## config.mk

```make
export PLATFORM = sky130hd
export DESIGN_NAME = alu_shift_multiplier_flat
export DESIGN_NICKNAME = d
export VERILOG_FILES = /design/src/rtl/cpu_types_pkg.sv /design/src/rtl/alu_if.sv /design/src/rtl/alu_shift_multiplier.sv /design/src/flat_wrapper.sv
export SDC_FILE = /design/constraint.sdc
export NUM_CORES = 1
export LEC_CHECK = 0
export BUFFER_PORTS_ARGS = -buffer_cell sky130_fd_sc_hd__buf_2
export CORE_ASPECT_RATIO = 1.2
export CORE_UTILIZATION = 25
export DETAILED_ROUTE_END_ITERATION = 8
export GPL_TIMING_DRIVEN = 0
export PLACE_DENSITY = 0.49
export SLEW_MARGIN = 15
export SYNTH_ARGS = -nofsm -noshare
export SYNTH_HDL_FRONTEND = slang
export SYNTH_SLANG_ARGS = --single-unit
```

## constraint.sdc

```tcl
create_clock -name CLK -period 3.65 [get_ports CLK]
set_input_delay 0.365 -clock CLK [delete_from_list [all_inputs] [get_ports CLK]]
set_output_delay 0.365 -clock CLK [all_outputs]
set_load 0.005 [all_outputs]
```

## src/rtl/cpu_types_pkg.sv

```systemverilog
// Shared CPU datapath types: machine word, ALU opcodes and multiplier FSM states.
package cpu_types_pkg;

   typedef logic [31:0] word_t;

   typedef enum logic [2:0] {
      ALU_ADD,
      ALU_SUB,
      ALU_AND,
      ALU_OR,
      ALU_XOR,
      ALU_SLL,
      ALU_SRL
   } aluop_t;

   typedef enum logic [1:0] {
      IDLE,
      RUN,
      DONE
   } mult_state_t;

   localparam int unsigned MULT_ITERS = 32;

endpackage

```

## src/rtl/alu_if.sv

```systemverilog
// Connection between the combinational ALU and whichever unit is borrowing it.
interface alu_if;
   import cpu_types_pkg::*;

   word_t  port_a;
   word_t  port_b;
   aluop_t alu_op;
   word_t  result;
   logic   negative;
   logic   overflow;
   logic   zero;

   modport master (
      output port_a, port_b, alu_op,
      input  result, negative, overflow, zero
   );

   modport slave (
      input  port_a, port_b, alu_op,
      output result, negative, overflow, zero
   );
endinterface

```

## src/rtl/alu_shift_multiplier.sv

```systemverilog
// Sequential 32x32->64 unsigned shift-add multiplier; every partial-product add borrows the
// shared ALU and the carry out is recovered locally from an unsigned compare.
module alu_shift_multiplier
   import cpu_types_pkg::*;
#(
   parameter bit ZERO_SKIP = 1'b1
) (
   input  logic  CLK,
   input  logic  nRST,
   input  logic  start,
   input  word_t multiplicand,
   input  word_t multiplier,
   output logic  busy,
   output logic  done,
   output word_t product_hi,
   output word_t product_lo,
   alu_if.master aluif
);

   localparam logic [4:0] LastCount = 5'(MULT_ITERS - 1);

   mult_state_t state;
   word_t       acc_hi, acc_lo, mcand;
   logic [4:0]  count;

   word_t sum, acc_hi_nx, acc_lo_nx;
   logic  carry;
   logic  unused_flags;

   always_comb begin
      aluif.alu_op = ALU_ADD;
      aluif.port_a = '0;
      aluif.port_b = '0;
      if (state == RUN) begin
         aluif.port_a = acc_hi;
         aluif.port_b = acc_lo[0] ? mcand : '0;
      end
   end

   // A 32-bit add wrapped iff the sum is below one of its addends.
   assign sum       = aluif.result;
   assign carry     = acc_lo[0] & (sum < acc_hi);
   assign acc_hi_nx = {carry, sum[31:1]};
   assign acc_lo_nx = {sum[0], acc_lo[31:1]};

   assign unused_flags = ^{aluif.negative, aluif.overflow, aluif.zero};

   always_ff @(posedge CLK or negedge nRST) begin
      if (!nRST) begin
         state      <= IDLE;
         busy       <= 1'b0;
         done       <= 1'b0;
         product_hi <= '0;
         product_lo <= '0;
         acc_hi     <= '0;
         acc_lo     <= '0;
         mcand      <= '0;
         count      <= '0;
      end else begin
         unique case (state)
            IDLE, DONE: begin
               done <= 1'b0;
               if (start) begin
                  mcand  <= multiplicand;
                  acc_lo <= multiplier;
                  acc_hi <= '0;
                  count  <= '0;
                  if (ZERO_SKIP && ((multiplicand == '0) || (multiplier == '0))) begin
                     state      <= DONE;
                     done       <= 1'b1;
                     product_hi <= '0;
                     product_lo <= '0;
                  end else begin
                     state <= RUN;
                     busy  <= 1'b1;
                  end
               end else begin
                  state <= IDLE;
               end
            end
            RUN: begin
               acc_hi <= acc_hi_nx;
               acc_lo <= acc_lo_nx;
               count  <= count + 5'd1;
               if (count == LastCount) begin
                  state      <= DONE;
                  busy       <= 1'b0;
                  done       <= 1'b1;
                  product_hi <= acc_hi_nx;
                  product_lo <= acc_lo_nx;
               end
            end
            default: state <= IDLE;
         endcase
      end
   end

endmodule

```

## src/flat_wrapper.sv

```systemverilog
// flat-port wrapper written by rule: the top's interface ports become plain ports
module alu_shift_multiplier_flat import cpu_types_pkg::*;
#(
   parameter bit ZERO_SKIP = 1'b1
)
  (CLK, nRST, start, multiplicand, multiplier, busy, done, product_hi, product_lo, aluif_port_a, aluif_port_b, aluif_alu_op, aluif_result, aluif_negative, aluif_overflow, aluif_zero);
  alu_if aluif_i ();
  input  logic CLK;
  input  logic nRST;
  input  logic start;
  input  word_t multiplicand;
  input  word_t multiplier;
  output logic busy;
  output logic done;
  output word_t product_hi;
  output word_t product_lo;
  output wire logic [$bits(aluif_i.port_a)-1:0] aluif_port_a;
  output wire logic [$bits(aluif_i.port_b)-1:0] aluif_port_b;
  output wire logic [$bits(aluif_i.alu_op)-1:0] aluif_alu_op;
  input wire logic [$bits(aluif_i.result)-1:0] aluif_result;
  input wire logic [$bits(aluif_i.negative)-1:0] aluif_negative;
  input wire logic [$bits(aluif_i.overflow)-1:0] aluif_overflow;
  input wire logic [$bits(aluif_i.zero)-1:0] aluif_zero;
  assign aluif_port_a = aluif_i.port_a;
  assign aluif_port_b = aluif_i.port_b;
  assign aluif_alu_op = aluif_i.alu_op;
  assign aluif_i.result = aluif_result;
  assign aluif_i.negative = aluif_negative;
  assign aluif_i.overflow = aluif_overflow;
  assign aluif_i.zero = aluif_zero;
  alu_shift_multiplier #(.ZERO_SKIP(ZERO_SKIP)) u_core (.CLK(CLK), .nRST(nRST), .start(start), .multiplicand(multiplicand), .multiplier(multiplier), .busy(busy), .done(done), .product_hi(product_hi), .product_lo(product_lo), .aluif(aluif_i));
endmodule
```

==> flow_metrics.py <==
metrics = {
    "power": {
        "cellLeakagePower_nw": 5.606,
        "ir_worst_vdd_mv": 0.2436,
        "power_density_nw_per_um2": 866.9,
        "totalPowerFinal_mw": 8.944,
    },
    "die": {
        "die_w_um": 165.7,
        "pin_count": 235,
        "initial_utilization": 0.2550,
        "rows": 71,
        "fp.coreArea_um2": 31540,
        "die_y_um": 198.5,
        "die_area_um2": 32890,
    },
    "clock_network": {
        "postCtsSetupBuffers": 0,
        "cts_buffers": 17,
        "clockRootBuffer": "clkbuf_16",
        "path_clk_slew_ns": 0.08,
        "clk_latency_ns": 0.44,
        "cts_tree": "built",
        "cts_max_level": 4,
        "clock_sinks": 169,
        "clockBufferDepth": 2,
    },
    "cells_and_area": {
        "fillCellCount": 3257,
        "ff_latch_area_um2": 4229,
        "design_area_um2": 10320,
        "area_delta_synth_final_pct": 28.30,
        "fin_util": 0.3272,
        "diodes": 0,
        "fin_nets": 1115,
        "multi_input_area_um2": 3467,
        "drive_gt1_frac": 0.3394,
    },
    "worst_setup_path": {
        "r2r_setup_slack_ns": 1.38,
        "path_class": "register to output pin",
        "crit_chain": "and2b_1 -> clkbuf_1 -> clkbuf_1 -> and3_1 -> buf_2",
        "cpMostUsedCell": "clkbuf_1",
        "crit_required_ns": 3.28,
        "critPathLaunch": "u_core.state[0]",
        "critPathLaunchType": "register",
        "setup.worst_path.end": "aluif_port_b[21]",
        "max_stage_delay_ns": 0.47,
        "cpMaxStageDelayCell": "clkbuf_1",
        "crit_arrival_ns": 2.27,
        "critPathMaxFanout": 10,
        "r2r_cells": 7,
        "rr_endpoint": "u_core.acc_hi[31]",
        "cp-end-kind": "output pin",
        "reg2reg_from": "u_core.acc_hi[27]",
    },
    "timing": {
        "slew_viol_final": 0,
        "min_period_over_period": 0.7232,
        "tightestPinTransition_ns": 0.6666,
        "skew_ns": 0.01141,
        "setup_viol": 0,
        "finalCriticalPeriod_ns": 2.640,
        "fmax_mhz": 378.8,
        "relSlewSlack": 0.5556,
        "worst_slack_ns": 1.010,
        "hold_violations": 0,
        "whs_ns": 0.1387,
        "rsz0062_at_grt": "false",
    },
    "synthesis": {
        "synthCells": 729,
        "synth_top_area_frac": 0.5259,
        "syn_area_um2": 8041,
        "ys_ff_latch": 169,
        "synth.largest_area_cell": "dfrtp_1",
        "yosysMostFrequentCell": "dfrtp_1",
        "synth_ff_type": "dfrtp_1",
        "synth_common_cells": "dfrtp_1 (169), nand2_1 (116), and2_1 (64)",
        "synth-edff-count": 0,
        "synth_warnings": 0,
        "synth.distinct_cells": 39,
        "async_flop_share": 1.000,
        "synth_area_leaders": "dfrtp_1 (53%), mux2_4 (6.9%), nand2_1 (5.4%)",
        "synth_area_per_cell_um2": 11.03,
        "synth.yosys.seq_area_share": 0.5259,
    },
    "routing": {
        "ant_nets": 0,
        "wl_um": 24300,
        "dr.pass1.iters": 6,
        "drc": 15,
        "viasPerCell": 4.499,
        "wl_per_cell_um": 17.43,
        "vias": 6271,
        "drt-initial-drc-count": 333,
    },
    "hold_path": {
        "min_path_type": "primary input to register",
        "hold_start": "multiplicand[5]",
    },
    "grt": {
        "grt_pass1_wl_um": 37840,
        "track_usage": 0.1512,
        "grt_max_degree": 97,
        "antenna_found_initial": 1,
        "grt_pass1_vias": 6560,
        "overflow": 0,
    },
    "flow_run": {
        "maxCapViolations": 0,
    },
    "outcome": {
        "run_status": "finished, violations left",
        "violations": "design-rule violations",
    },
    "placement": {
        "pre_cts_slack_ns": 1.010,
        "hpwl_um": 18120,
        "place.gp.congestion": 0.7794,
        "placed_area_um2": 9729,
        "io_buffers": 228,
    },
}
-- layout by cell type, fill, tap and decap left out, types with 2 or more instances in the layout --
cell        netlist  final
a221o_1          32     32
a21oi_1          11     11
a22o_1            2      2
mux2_4           37     37
nand2_1         116    116
clkbuf_16         0     17
a21o_1           31     31
a211oi_1          2      2
o21ai_0          13     13
clkbuf_1         32     32
conb_1            1      3
dfrtp_1         169    169
nand2b_1          2      2
and2_1           64     64
buf_2             3    230
nor2_1           33     33
inv_1            35     35
buf_4             3      3
mux2_2           26     26
nand4_1          10     10
buf_1             2      2
clkinvlp_4        0      3
buf_6             5      5
ha_1             33     33
o221ai_1          3      3
and3_1           33     33
inv_6             0      6
nor4_1           17     17
inv_8             0      3
-- routing by layer --
metal	vias to the layer above	global-route usage	wire length, µm
met4	2	0.05019	348
li1	3035	-	-
met5	-	0	10
met1	3047	0.1889	11030
met2	164	0.2549	11670
met3	23	0.03800	1232
-- report_power, final --
group,leakage [nW],internal [mW],switching [mW]
Clock,0.277,0.968,0.883
Combinational,3.21,1.85,2.00
Sequential,2.11,2.78,0.466
Total,5.61,5.59,3.35
-- kinds of logic after synthesis --
family          synth area share
simple gates              0.1727
buf+inv                  0.04388
fa+ha+maj                0.05135
other cells            0.0004663
mux                       0.1055
flops                     0.5259
compound gates            0.1002
-- worst min path at each step --
stage	end	slack (ns)	depth (start not counted)
floorplan	u_core.acc_hi[0]	0.07	0
global placement	u_core.mcand[13]	0.45	2
detailed placement	u_core.product_hi[6]	0.40	1
CTS	u_core.mcand[13]	0.11	3
global route	u_core.mcand[22]	0.13	3
finish	u_core.mcand[5]	0.14	3
-- sequential cells by signal, summed over array words and instances (netlist names), 2 cells and up --
name	cells
u_core.acc_hi	32
u_core.acc_lo	32
u_core.count	5
u_core.mcand	32
u_core.product_hi	32
u_core.product_lo	32
u_core.state	2
-- stage by stage --
stage	setup TNS, ns	instances
2_1_floorplan	0	731
3_3_place_gp	-135.11	1360
3_5_place_dp	0	1361
4_1_cts	0	1394
5_1_grt	0	1394
6_report	0	1394
-- worst max-delay path, delay by kind of cell (launching register included) --
kind,cells,cell delay (ns)
AND/OR/NAND/NOR,2,0.43
flip-flops,1,0.42
buffers and inverters,3,0.99
-- timing repair --
action                                 4_1_cts  5_1_grt
hold buffers                                 1        0
endpoints found under the hold margin       73        0
resized for setup                            0        0
-- area by class of cell --
cell class	count	area share
clock inverter	15	0.01480
multi-input combinational	482	0.3360
timing repair buffer	230	0.1152
buffer	45	0.02146
clock buffer	17	0.04123
sequential	169	0.4099
tap	401	0.04863
inverter	35	0.01273
Note: power is estimated with default switching activity, not from simulation.
